<file path="src/rtl/alu_arbiter_if.sv">
// ---------------------------------------------------------------------------
// alu_arbiter_pkg / alu_arbiter_if
//
// Purpose:
//   alu_arbiter_pkg holds the ALU operation encoding (alu_ops) shared by the
//   arbiter, its internal ALU and everything that issues requests.
//   alu_arbiter_if bundles the request and response channels of alu_arbiter.
//
// Interface signals (NUM_REQ requesters, ID_W = $clog2(NUM_REQ)):
//   ReqValid   [NUM_REQ-1:0]        request i valid               (master -> slave)
//   ReqReady   [NUM_REQ-1:0]        request i accepted this cycle (slave -> master)
//   ReqA       [NUM_REQ-1:0][31:0]  operand A per requester       (master -> slave)
//   ReqB       [NUM_REQ-1:0][31:0]  operand B per requester       (master -> slave)
//   ReqOp      alu_ops [NUM_REQ-1:0] operation per requester      (master -> slave)
//   RespValid  1                    response valid                (slave -> master)
//   RespReady  1                    consumer accepts response     (master -> slave)
//   RespId     [ID_W-1:0]           requester owning the response (slave -> master)
//   RespResult [31:0]               ALU result                    (slave -> master)
//   RespZero   1                    ALU zero flag                 (slave -> master)
//
// Modports: master = requesters + response consumer, slave = alu_arbiter.
// ---------------------------------------------------------------------------
package alu_arbiter_pkg;
  typedef enum logic [2:0] {
    ALU_ADD = 3'b000,
    ALU_SUB = 3'b001,
    ALU_AND = 3'b010,
    ALU_OR  = 3'b011,
    ALU_SLT = 3'b101
  } alu_ops;
endpackage

interface alu_arbiter_if #(
  parameter int NUM_REQ = 2
);
  localparam int ID_W = $clog2(NUM_REQ);

  logic [NUM_REQ-1:0]                ReqValid;
  logic [NUM_REQ-1:0]                ReqReady;
  logic [NUM_REQ-1:0][31:0]          ReqA;
  logic [NUM_REQ-1:0][31:0]          ReqB;
  alu_arbiter_pkg::alu_ops [NUM_REQ-1:0] ReqOp;
  logic                              RespValid;
  logic                              RespReady;
  logic [ID_W-1:0]                   RespId;
  logic [31:0]                       RespResult;
  logic                              RespZero;

  modport master (
    output ReqValid, ReqA, ReqB, ReqOp, RespReady,
    input  ReqReady, RespValid, RespId, RespResult, RespZero
  );

  modport slave (
    input  ReqValid, ReqA, ReqB, ReqOp, RespReady,
    output ReqReady, RespValid, RespId, RespResult, RespZero
  );
endinterface

</file>
<file path="src/rtl/alu_arbiter.sv">
// ---------------------------------------------------------------------------
// alu_arbiter
//
// Purpose:
//   Shares one 32-bit ALU between NUM_REQ (2..4) requesters. A winner is
//   picked in IDLE, its operands are captured, the ALU evaluates them in EXEC,
//   and the registered result is offered on a valid/ready response channel in
//   RESP together with the winner's index. One operation per 3 cycles at most.
//
// Ports:
//   clk    in  clock, all state updates on the rising edge
//   rst_n  in  synchronous active-low reset
//   bus    alu_arbiter_if.slave (request + response channels, see interface)
//
// Configuration:
//   ALU_ARB_RR_EN defined   : round-robin arbitration, pointer P starts the
//                             search and moves to winner+1 on every accept.
//   ALU_ARB_RR_EN undefined : fixed priority, lowest index wins.
// ---------------------------------------------------------------------------

// Combinational ALU: 32-bit wrap-around arithmetic, signed SLT.
module alu (
  input  logic [31:0]              a,
  input  logic [31:0]              b,
  input  alu_arbiter_pkg::alu_ops  op,
  output logic [31:0]              result,
  output logic                     zero
);
  import alu_arbiter_pkg::*;

  always_comb begin
    result = '0;
    case (op)
      ALU_ADD: result = a + b;
      ALU_SUB: result = a - b;
      ALU_AND: result = a & b;
      ALU_OR:  result = a | b;
      ALU_SLT: result = {31'd0, ($signed(a) < $signed(b))};
      default: result = '0;
    endcase
  end

  assign zero = (result == 32'd0);
endmodule

module alu_arbiter #(
  parameter int NUM_REQ = 2
) (
  input  logic              clk,
  input  logic              rst_n,
  alu_arbiter_if.slave      bus
);
  import alu_arbiter_pkg::*;

  localparam int ID_W = $clog2(NUM_REQ);

  typedef enum logic [1:0] {S_IDLE, S_EXEC, S_RESP} state_t;

  state_t           state_reg;
  logic [31:0]      op_a_reg;
  logic [31:0]      op_b_reg;
  alu_ops           op_code_reg;
  logic [ID_W-1:0]  op_id_reg;
  logic             resp_valid_reg;
  logic [ID_W-1:0]  resp_id_reg;
  logic [31:0]      resp_result_reg;
  logic             resp_zero_reg;

  logic [ID_W-1:0]  ptr_eff;
  logic             found;
  logic [ID_W-1:0]  win_id;
  logic [ID_W:0]    sum;
  logic [ID_W-1:0]  cand;
  logic             accept;
  logic [31:0]      alu_result;
  logic             alu_zero;

`ifdef ALU_ARB_RR_EN
  logic [ID_W-1:0]  ptr_reg;
  assign ptr_eff = ptr_reg;
`else
  // Fixed priority is the round-robin search with the start index pinned at 0.
  assign ptr_eff = '0;
`endif

  // Search ptr_eff, ptr_eff+1, ... (mod NUM_REQ); first valid requester wins.
  always_comb begin
    found  = 1'b0;
    win_id = '0;
    sum    = '0;
    cand   = '0;
    for (int k = 0; k < NUM_REQ; k++) begin
      sum = {1'b0, ptr_eff} + (ID_W+1)'(k);
      if (sum >= (ID_W+1)'(NUM_REQ)) begin
        sum = sum - (ID_W+1)'(NUM_REQ);
      end
      cand = sum[ID_W-1:0];
      if (!found && bus.ReqValid[cand]) begin
        found  = 1'b1;
        win_id = cand;
      end
    end
  end

  // Gated by rst_n so no grant is ever shown while the block is held in reset.
  assign accept = rst_n && (state_reg == S_IDLE) && found;

  for (genvar gi = 0; gi < NUM_REQ; gi++) begin : g_ready
    assign bus.ReqReady[gi] = accept && (win_id == ID_W'(gi));
  end

  alu u_alu (
    .a      (op_a_reg),
    .b      (op_b_reg),
    .op     (op_code_reg),
    .result (alu_result),
    .zero   (alu_zero)
  );

  always_ff @(posedge clk) begin
    if (!rst_n) begin
      state_reg       <= S_IDLE;
      op_a_reg        <= '0;
      op_b_reg        <= '0;
      op_code_reg     <= ALU_ADD;
      op_id_reg       <= '0;
      resp_valid_reg  <= 1'b0;
      resp_id_reg     <= '0;
      resp_result_reg <= '0;
      resp_zero_reg   <= 1'b0;
`ifdef ALU_ARB_RR_EN
      ptr_reg         <= '0;
`endif
    end else begin
      case (state_reg)
        S_IDLE: begin
          if (accept) begin
            op_a_reg    <= bus.ReqA[win_id];
            op_b_reg    <= bus.ReqB[win_id];
            op_code_reg <= bus.ReqOp[win_id];
            op_id_reg   <= win_id;
`ifdef ALU_ARB_RR_EN
            ptr_reg     <= (win_id == ID_W'(NUM_REQ-1)) ? '0 : win_id + 1'b1;
`endif
            state_reg   <= S_EXEC;
          end
        end
        S_EXEC: begin
          resp_result_reg <= alu_result;
          resp_zero_reg   <= alu_zero;
          resp_id_reg     <= op_id_reg;
          resp_valid_reg  <= 1'b1;
          state_reg       <= S_RESP;
        end
        S_RESP: begin
          // Response registers hold their value until the consumer takes it.
          if (bus.RespReady) begin
            resp_valid_reg <= 1'b0;
            state_reg      <= S_IDLE;
          end
        end
        default: begin
          resp_valid_reg <= 1'b0;
          state_reg      <= S_IDLE;
        end
      endcase
    end
  end

  assign bus.RespValid  = resp_valid_reg;
  assign bus.RespId     = resp_id_reg;
  assign bus.RespResult = resp_result_reg;
  assign bus.RespZero   = resp_zero_reg;
endmodule
</file>
<file path="src/flat_wrapper.sv">
// flat-port wrapper written by rule: the top's interface ports become plain ports
module alu_arbiter_flat import alu_arbiter_pkg::*;
#(
  parameter int NUM_REQ = 2
)
  (clk, rst_n, bus_ReqValid, bus_ReqA, bus_ReqB, bus_ReqOp, bus_RespReady, bus_ReqReady, bus_RespValid, bus_RespId, bus_RespResult, bus_RespZero);
  alu_arbiter_if #(.NUM_REQ(NUM_REQ)) bus_i ();
  input  logic clk;
  input  logic rst_n;
  input wire logic [$bits(bus_i.ReqValid)-1:0] bus_ReqValid;
  input wire logic [$bits(bus_i.ReqA)-1:0] bus_ReqA;
  input wire logic [$bits(bus_i.ReqB)-1:0] bus_ReqB;
  input wire logic [$bits(bus_i.ReqOp)-1:0] bus_ReqOp;
  input wire logic [$bits(bus_i.RespReady)-1:0] bus_RespReady;
  output wire logic [$bits(bus_i.ReqReady)-1:0] bus_ReqReady;
  output wire logic [$bits(bus_i.RespValid)-1:0] bus_RespValid;
  output wire logic [$bits(bus_i.RespId)-1:0] bus_RespId;
  output wire logic [$bits(bus_i.RespResult)-1:0] bus_RespResult;
  output wire logic [$bits(bus_i.RespZero)-1:0] bus_RespZero;
  assign bus_i.ReqValid = bus_ReqValid;
  assign bus_i.ReqA = bus_ReqA;
  assign bus_i.ReqB = bus_ReqB;
  assign bus_i.ReqOp = bus_ReqOp;
  assign bus_i.RespReady = bus_RespReady;
  assign bus_ReqReady = bus_i.ReqReady;
  assign bus_RespValid = bus_i.RespValid;
  assign bus_RespId = bus_i.RespId;
  assign bus_RespResult = bus_i.RespResult;
  assign bus_RespZero = bus_i.RespZero;
  alu_arbiter #(.NUM_REQ(NUM_REQ)) u_core (.clk(clk), .rst_n(rst_n), .bus(bus_i));
endmodule
</file>
<file path="config.mk">
export PLATFORM = sky130hd
export DESIGN_NAME = alu_arbiter_flat
export DESIGN_NICKNAME = d
export VERILOG_FILES = /design/src/rtl/alu_arbiter_if.sv /design/src/rtl/alu_arbiter.sv /design/src/flat_wrapper.sv
export SDC_FILE = /design/constraint.sdc
export NUM_CORES = 1
export LEC_CHECK = 0
export BUFFER_PORTS_ARGS = -buffer_cell sky130_fd_sc_hd__buf_2
export CAP_MARGIN = 5
export CORE_MARGIN = 5
export CORE_UTILIZATION = 45
export CTS_CLUSTER_SIZE = 20
export DETAILED_ROUTE_END_ITERATION = 8
export GPL_ROUTABILITY_DRIVEN = 1
export HOLD_SLACK_MARGIN = 0.02
export PLACE_DENSITY = 0.7
export SETUP_SLACK_MARGIN = 0.15
export SLEW_MARGIN = 5
export SYNTH_ARGS = -nofsm -noshare
export SYNTH_HDL_FRONTEND = slang
export SYNTH_SLANG_ARGS = --single-unit
</file>
<file path="constraint.sdc">
create_clock -name clk -period 5 [get_ports clk]
set_clock_uncertainty 0.2 [all_clocks]
set_input_delay 1.25 -clock clk [delete_from_list [all_inputs] [get_ports clk]]
set_output_delay 1.25 -clock clk [all_outputs]
set_load 0.005 [all_outputs]
</file>
==> results.json, run 1 <==
{
  "period_minus_slack_ps": 4380,
  "startpoint": "u_core.op_a_reg[17]",
  "vias": 10200,
  "final_core_util": 0.530,
  "hold_viol_final": 0,
  "dr.first_iter.drc_count": 945,
  "ys_seq_elements": 105,
  "synth.avg_cell_area_um2": 7.29,
  "p_leak_nw": 4.55,
  "setup_violations": 0,
  "clock_latency_ps": 360,
  "preCtsSetupSlack_ps": 760,
  "synth.area.mux_share": 0.0160,
  "path_depth": 12,
  "crit_type": "reg -> reg",
  "final_area_mm2": 0.0107,
  "wire_per_inst_um": 21.8,
  "hold-worst-slack_ps": 250,
  "worstSetupEndpointType": "flip-flop",
  "synthSimpleGateAreaFrac": 0.158,
  "post_dp_cell_area_mm2": 0.0103,
  "crit_path_end": "u_core.bus.RespZero",
  "arrival_ps": 4470,
  "die_w_um": 153,
  "rr_endpoint": "u_core.bus.RespZero",
  "cts_buffers": 9,
  "ir_drop_uv": 172,
  "cts_root_buffer": "clkbuf_16",
  "synth_compound_area_frac": 0.365,
  "cts_tree": "built",
  "synth_fp_nets": 1500,
  "status": "completed",
  "place_hpwl_mm": 28.0,
  "synthXorXnorAreaFrac": 0.0152,
  "post-place-cells": 1648,
  "cts_sinks": 105,
  "maxSlewViolCount": 0,
  "ios": 176,
  "setup_slack_ps": 618,
  "max-slew-margin-rel": 0.409,
  "grt_overflow_total": 0,
  "rsz0062_at_grt": "false",
  "ys.flop_type": "dfxtp_1",
  "first_pass_iters": 6,
  "power.total_mw": 3.41,
  "finalSetupTns_ps": 0,
  "fp-row-count": 52,
  "wl_mm": 36.3,
  "insertedDiodeCount": 0,
  "p_per_area_mw_per_mm2": 319,
  "grt_max_degree": 77,
  "ff2ff_setup_slack_ps": 620,
  "synth-adder-area-share": 0.135,
  "finalCritPeriodShare": 0.876,
  "crit_slowest_cell": "ha_1",
  "nets": 1626,
  "grt_usage": 0.298,
  "clkSlewWorstSetupHoldPaths_ps": 80,
  "synth-edff-count": 0,
  "initial_utilization": 0.456,
  "ys_warn_count": 0,
  "reg2reg_depth": 12,
  "coreArea_mm2": 0.0202,
  "die-area_mm2": 0.0234,
  "drv_cap": 0,
  "path_buf_inv": 2,
  "die_y_um": 153,
  "synthToLayoutAreaGrowth_pct": 16.1,
  "ff_latch_area_mm2": 0.00210,
  "post_cts_resize_count": 0,
  "critPathLaunchType": "flip-flop",
  "multiInputGateArea_mm2": 0.00636,
  "final_layout_size_suffix_gt1_frac": 0.181,
  "clk_path_buf_depth": 2,
  "async_flop_share": 0,
  "fill_cells": 2031,
  "grt_pass1_vias": 9402,
  "antenna_found_initial": 1,
  "reg2reg_from": "u_core.op_a_reg[17]",
  "ys_types": 75,
  "path_cells": "inv_1 > ha_1 > inv_1 > a21oi_1 > o31ai_1 > nor3_1 > a21oi_1 > a2111oi_0 > a21oi_1 > mux2_4 > or4_1 > o21ai_1",
  "worst_slew_pin_slew_ps": 878,
  "hold_path.class": "reg -> reg",
  "ant_nets": 0,
  "grt_pass1_wl_mm": 55.7,
  "cp.required_ps": 5090,
  "viasPerCell": 6.11,
  "drcViolationCount": 0,
  "cpLargestDelayFamily": "compound AO/OA/AOI/OAI gates",
  "cpPeakStageDelay_ps": 640,
  "synth_area_mm2": 0.00920,
  "clock.fmax_mhz": 228,
  "finalNonFillerCells": 1662,
  "synth_cells": 1263,
  "ctsHoldBuffers": 0,
  "synth_top_family_by_area": "compound AO/OA/AOI/OAI gates",
  "cts-htree-levels": 3,
  "io_buffer_count": 175,
  "cts_setup_buffers": 0,
  "path_common_cell": "a21oi_1",
  "place_congestion": 1.04,
  "path_max_fanout": 16,
  "synth_seq_area_share": 0.228
}
[cell usage in the layout, fill, tap and decap left out, types with 35 or more instances in the layout]
master / instances
nor2_1: 91
dfxtp_1: 104
buf_4: 37
buf_2: 175
a21oi_1: 160
a211oi_1: 36
nand2_1: 65
inv_1: 99
o22ai_1: 72
ha_1: 96
nor3_1: 35
o21ai_0: 112
[synthesized netlist by cell type (14+ instances only)]
cell type	instances	area, um^2
a21oi_1	160	801
o21ai_0	112	561
dfxtp_1	105	2100
inv_1	99	372
ha_1	96	1200
nor2_1	92	345
clkbuf_1	79	297
o22ai_1	72	450
nand2_1	66	248
a211oi_1	36	270
nor3_1	36	180
o211ai_1	23	173
nand3_1	17	85.1
nor4_1	17	106
nor2b_1	15	93.8
o31ai_1	14	105
[cell type report]
class                           instances  share of cell area
Multi-Input combinational cell        961               0.595
Sequential cell                       105               0.197
Timing Repair Buffer                  212               0.108
Inverter                              100              0.0351
Tap cell                              270              0.0316
Clock buffer                            9              0.0211
Clock inverter                          5              0.0121
[layer usage]
metal | global-route usage | vias up | part of all wire | routed length (um)
met4 | 0.0573 | 0 | 0.015 | 555
met3 | 0.0647 | 40 | 0.087 | 3170
li1 | - | 4896 | - | -
met1 | 0.447 | 4783 | 0.48 | 17300
met5 | 0 | - | 0 | 0
met2 | 0.440 | 437 | 0.42 | 15300
[where the power goes]
part	internal [mW]	total, mW	switching [mW]
clock network	0.538	0.895	0.357
logic	0.535	1.52	0.984
registers	0.920	0.997	0.0772
[worst reg2reg max path, stage by stage (launching register included)]
cell	delay [ps]
dfxtp_1	380
inv_1	60
ha_1	640
inv_1	270
a21oi_1	340
o31ai_1	170
nor3_1	300
a21oi_1	240
a2111oi_0	550
a21oi_1	150
mux2_4	310
or4_1	550
o21ai_1	140
[worst min-delay path by stage]
stage | from | end | slack (ps) | cells past startpoint
after global routing | u_core.bus.RespId | u_core.bus.RespId | 280 | 2
after detailed placement | u_core.bus.RespId | u_core.bus.RespId | 250 | 2
after global placement | u_core.bus.RespId | u_core.bus.RespId | 240 | 2
final | u_core.bus.RespId | u_core.bus.RespId | 250 | 2
after CTS | u_core.bus.RespId | u_core.bus.RespId | 260 | 2
after floorplan | u_core.op_id_reg | u_core.bus.RespId | 230 | 2
[logic make-up (layout without fill, tap and decap cells)]
logic type                 after synthesis  count (layout)
and+or+nand+nor                        305             305
adders and majority gates               98              98
xor gates and xnor gates                16              16
muxes                                   14              14
AOI/OAI and AO/OA                      528             528
DFF                                    105             105
buffers and inverters                  197             326
Power figures use the tool's default switching activity.
==> inputs of run 2 (changes only) <==
--- a/config.mk
+++ b/config.mk
@@ -13,7 +13,7 @@
 export DETAILED_ROUTE_END_ITERATION = 8
 export GPL_ROUTABILITY_DRIVEN = 1
 export HOLD_SLACK_MARGIN = 0.02
-export PLACE_DENSITY = 0.7
+export PLACE_DENSITY = 0.73
 export SETUP_SLACK_MARGIN = 0.15
 export SLEW_MARGIN = 5
 export SYNTH_ARGS = -nofsm -noshare
==> constraint.sdc (replaced) <==
create_clock -name clk -period 3.8 [get_ports clk]
set_clock_uncertainty 0.2 [all_clocks]
set_input_delay 0.95 -clock clk [delete_from_list [all_inputs] [get_ports clk]]
set_output_delay 0.95 -clock clk [all_outputs]
set_load 0.005 [all_outputs]
==> run 2 against run 1 <==
  * Worst hold slack better by 2.5 ps
  * Utilization is 7.8 points higher
  * Register-to-register slack worse by 520 ps
  * Clock power is 7.3% higher
  * Sequential cell count stayed put
  * Critical path type unchanged
==> results.json, run 2 (synthesis results as in run 1) <==
{
  "finalNonFillerCells": 1826,
  "initial_utilization": 0.456,
  "post-place-cells": 1803,
  "p_per_area_mw_per_mm2": 395,
  "fill_cells": 1886,
  "cts_sinks": 105,
  "antenna_found_initial": 0,
  "seqPwrFrac": 0.269,
  "worstHoldStart": "u_core.bus.RespResult[1]",
  "die_y_um": 153,
  "path_max_fanout": 4,
  "cp.required_ps": 3910,
  "rsz0062_at_grt": "true",
  "max-slew-margin-rel": 0.400,
  "wl_mm": 37.2,
  "insertedDiodeCount": 0,
  "fp-row-count": 52,
  "ant_nets": 0,
  "setup_slack_ps": 101,
  "cts-htree-levels": 3,
  "netSwitchingFraction": 0.415,
  "finalCritPeriodShare": 0.973,
  "p_comb_frac": 0.533,
  "first_pass_iters": 5,
  "status": "completed",
  "die-area_mm2": 0.0234,
  "layout_common_cells": "buf_4 (198), buf_2 (175), a21oi_1 (150)",
  "preCtsSetupSlack_ps": -203,
  "crit_type": "reg -> reg",
  "rr_endpoint": "u_core.bus.RespZero",
  "hold_end": "u_core.bus.RespResult[1]",
  "cts_root_buffer": "clkbuf_16",
  "p_leak_nw": 5.37,
  "power.total_mw": 4.85,
  "cts_buffers": 9,
  "maxSlewViolCount": 0,
  "place_congestion": 1.07,
  "ir_drop_uv": 222,
  "critPathLaunchType": "flip-flop",
  "clkSlewWorstSetupHoldPaths_ps": 80,
  "hold_viol_final": 0,
  "viasPerCell": 6.03,
  "final_area_mm2": 0.0123,
  "clock_latency_ps": 360,
  "arrival_ps": 3800,
  "hold_path.class": "reg -> reg",
  "min_path_cells": 2,
  "worst_slew_pin_slew_ps": 900,
  "coreArea_mm2": 0.0202,
  "grt_max_degree": 69,
  "dr.first_iter.drc_count": 1237,
  "clockPowerShare": 0.198,
  "cts_tree": "built",
  "worstSetupEndpointType": "flip-flop",
  "drv_cap": 0,
  "power.switching_mw": 2.01,
  "post_dp_cell_area_mm2": 0.0115,
  "grt_pass1_vias": 10400,
  "reg2reg_from": "u_core.op_b_reg[0]",
  "final_layout_size_suffix_gt1_frac": 0.310,
  "clk_path_buf_depth": 2,
  "grt_pass1_wl_mm": 57.6,
  "io_buffer_count": 175,
  "wire_per_inst_um": 20.4,
  "p_int_mw": 2.84,
  "period_minus_slack_ps": 3700,
  "synthToLayoutAreaGrowth_pct": 33.2,
  "clock.fmax_mhz": 270,
  "ios": 176,
  "place_hpwl_mm": 28.9,
  "ff2ff_setup_slack_ps": 100,
  "grt_usage": 0.303,
  "setup_violations": 0,
  "ctsHoldBuffers": 0,
  "final_core_util": 0.608,
  "grt_overflow_total": 0,
  "vias": 11000,
  "reg2reg_depth": 14,
  "final_common_cell": "buf_4",
  "nets": 1789,
  "die_w_um": 153,
  "drcViolationCount": 0
}
-- run 2: changes by cell type in the layout (fill, tap and decap cells not counted), moves of 5 or more --
cell | previous run | this run
a211oi_2 | 0 | 6
a211oi_1 | 36 | 30
buf_4 | 37 | 198
a21oi_1 | 160 | 150
o21ai_1 | 2 | 7
dfxtp_1 | 104 | 98
ha_1 | 96 | 85
ha_4 | 0 | 7
nor4_1 | 17 | 11
a21oi_2 | 0 | 10
o21ai_0 | 112 | 104
-- run 2: how the worst max path moves through the flow --
stage | start | to | slack [ps] | cells after the start
2_1_floorplan | u_core.op_b_reg[0] | u_core.bus.RespZero | 220 | 13
3_3_place_gp | u_core.op_b_reg[12] | u_core.bus.RespZero | -3 | 14
3_5_place_dp | u_core.op_a_reg[0] | u_core.bus.RespZero | -200 | 14
4_1_cts | u_core.op_a_reg[0] | u_core.bus.RespZero | 120 | 15
5_1_grt | u_core.op_b_reg[1] | u_core.bus.RespZero | -80 | 16
6_report | u_core.op_b_reg[0] | u_core.bus.RespZero | 100 | 14
-- run 2: layout make-up --
cell class | instances | area [um^2] | share of cell area
inverters | 100 | 378 | 0.0308
well taps | 270 | 338 | 0.0276
multi-input cells | 961 | 6750 | 0.551
clock inverters | 5 | 56.3 | 0.00459
clock buffers | 10 | 229 | 0.0187
repair buffers | 375 | 2390 | 0.195
flip-flops and latches | 105 | 2120 | 0.173
-- run 2: power groups by stage --
| stage | Combinational [mW] | Sequential (mW) | Clock, mW |
|---|---|---|---|
| 2_1_floorplan | 1.27 | 1.30 | 0 |
| 3_3_place_gp | 2.31 | 1.32 | 0 |
| 3_5_place_dp | 2.32 | 1.32 | 0 |
| 4_1_cts | 2.39 | 1.30 | 0.969 |
| 5_1_grt | 2.76 | 1.32 | 1.01 |
| 6_report | 2.58 | 1.30 | 0.960 |
-- run 2: timing repair --
action,4_1_cts,5_1_grt
buffers inserted,2,6
gates resized for setup,34,60
pin swaps,15,30
setup endpoints to repair,5,6
hold endpoints to repair,0,0
-- run 2: per-stage QoR --
stage          hold WS, ps  setup TNS, ps
2_1_floorplan          232              0
3_3_place_gp           240          -2.93
3_5_place_dp           245           -203
4_1_cts                254              0
5_1_grt                288          -77.2
6_report               252              0
-- run 2: worst max-delay path: stages (launching register included) --
cell	delay [ps]
dfxtp_4	370
ha_4	170
fa_2	340
a21o_1	200
a221oi_4	300
buf_6	170
o31ai_4	60
a32o_2	300
a2111oi_4	370
nor3_1	90
o21ai_1	170
a21oi_2	80
mux2_4	310
or4_4	420
o21ai_2	110
-- run 2: metal layers --
layer  global-route usage  part of all wire
met4               0.0963             0.024
met3               0.0441             0.093
met2                0.457              0.43
met5                    0                 0
met1                0.444              0.45
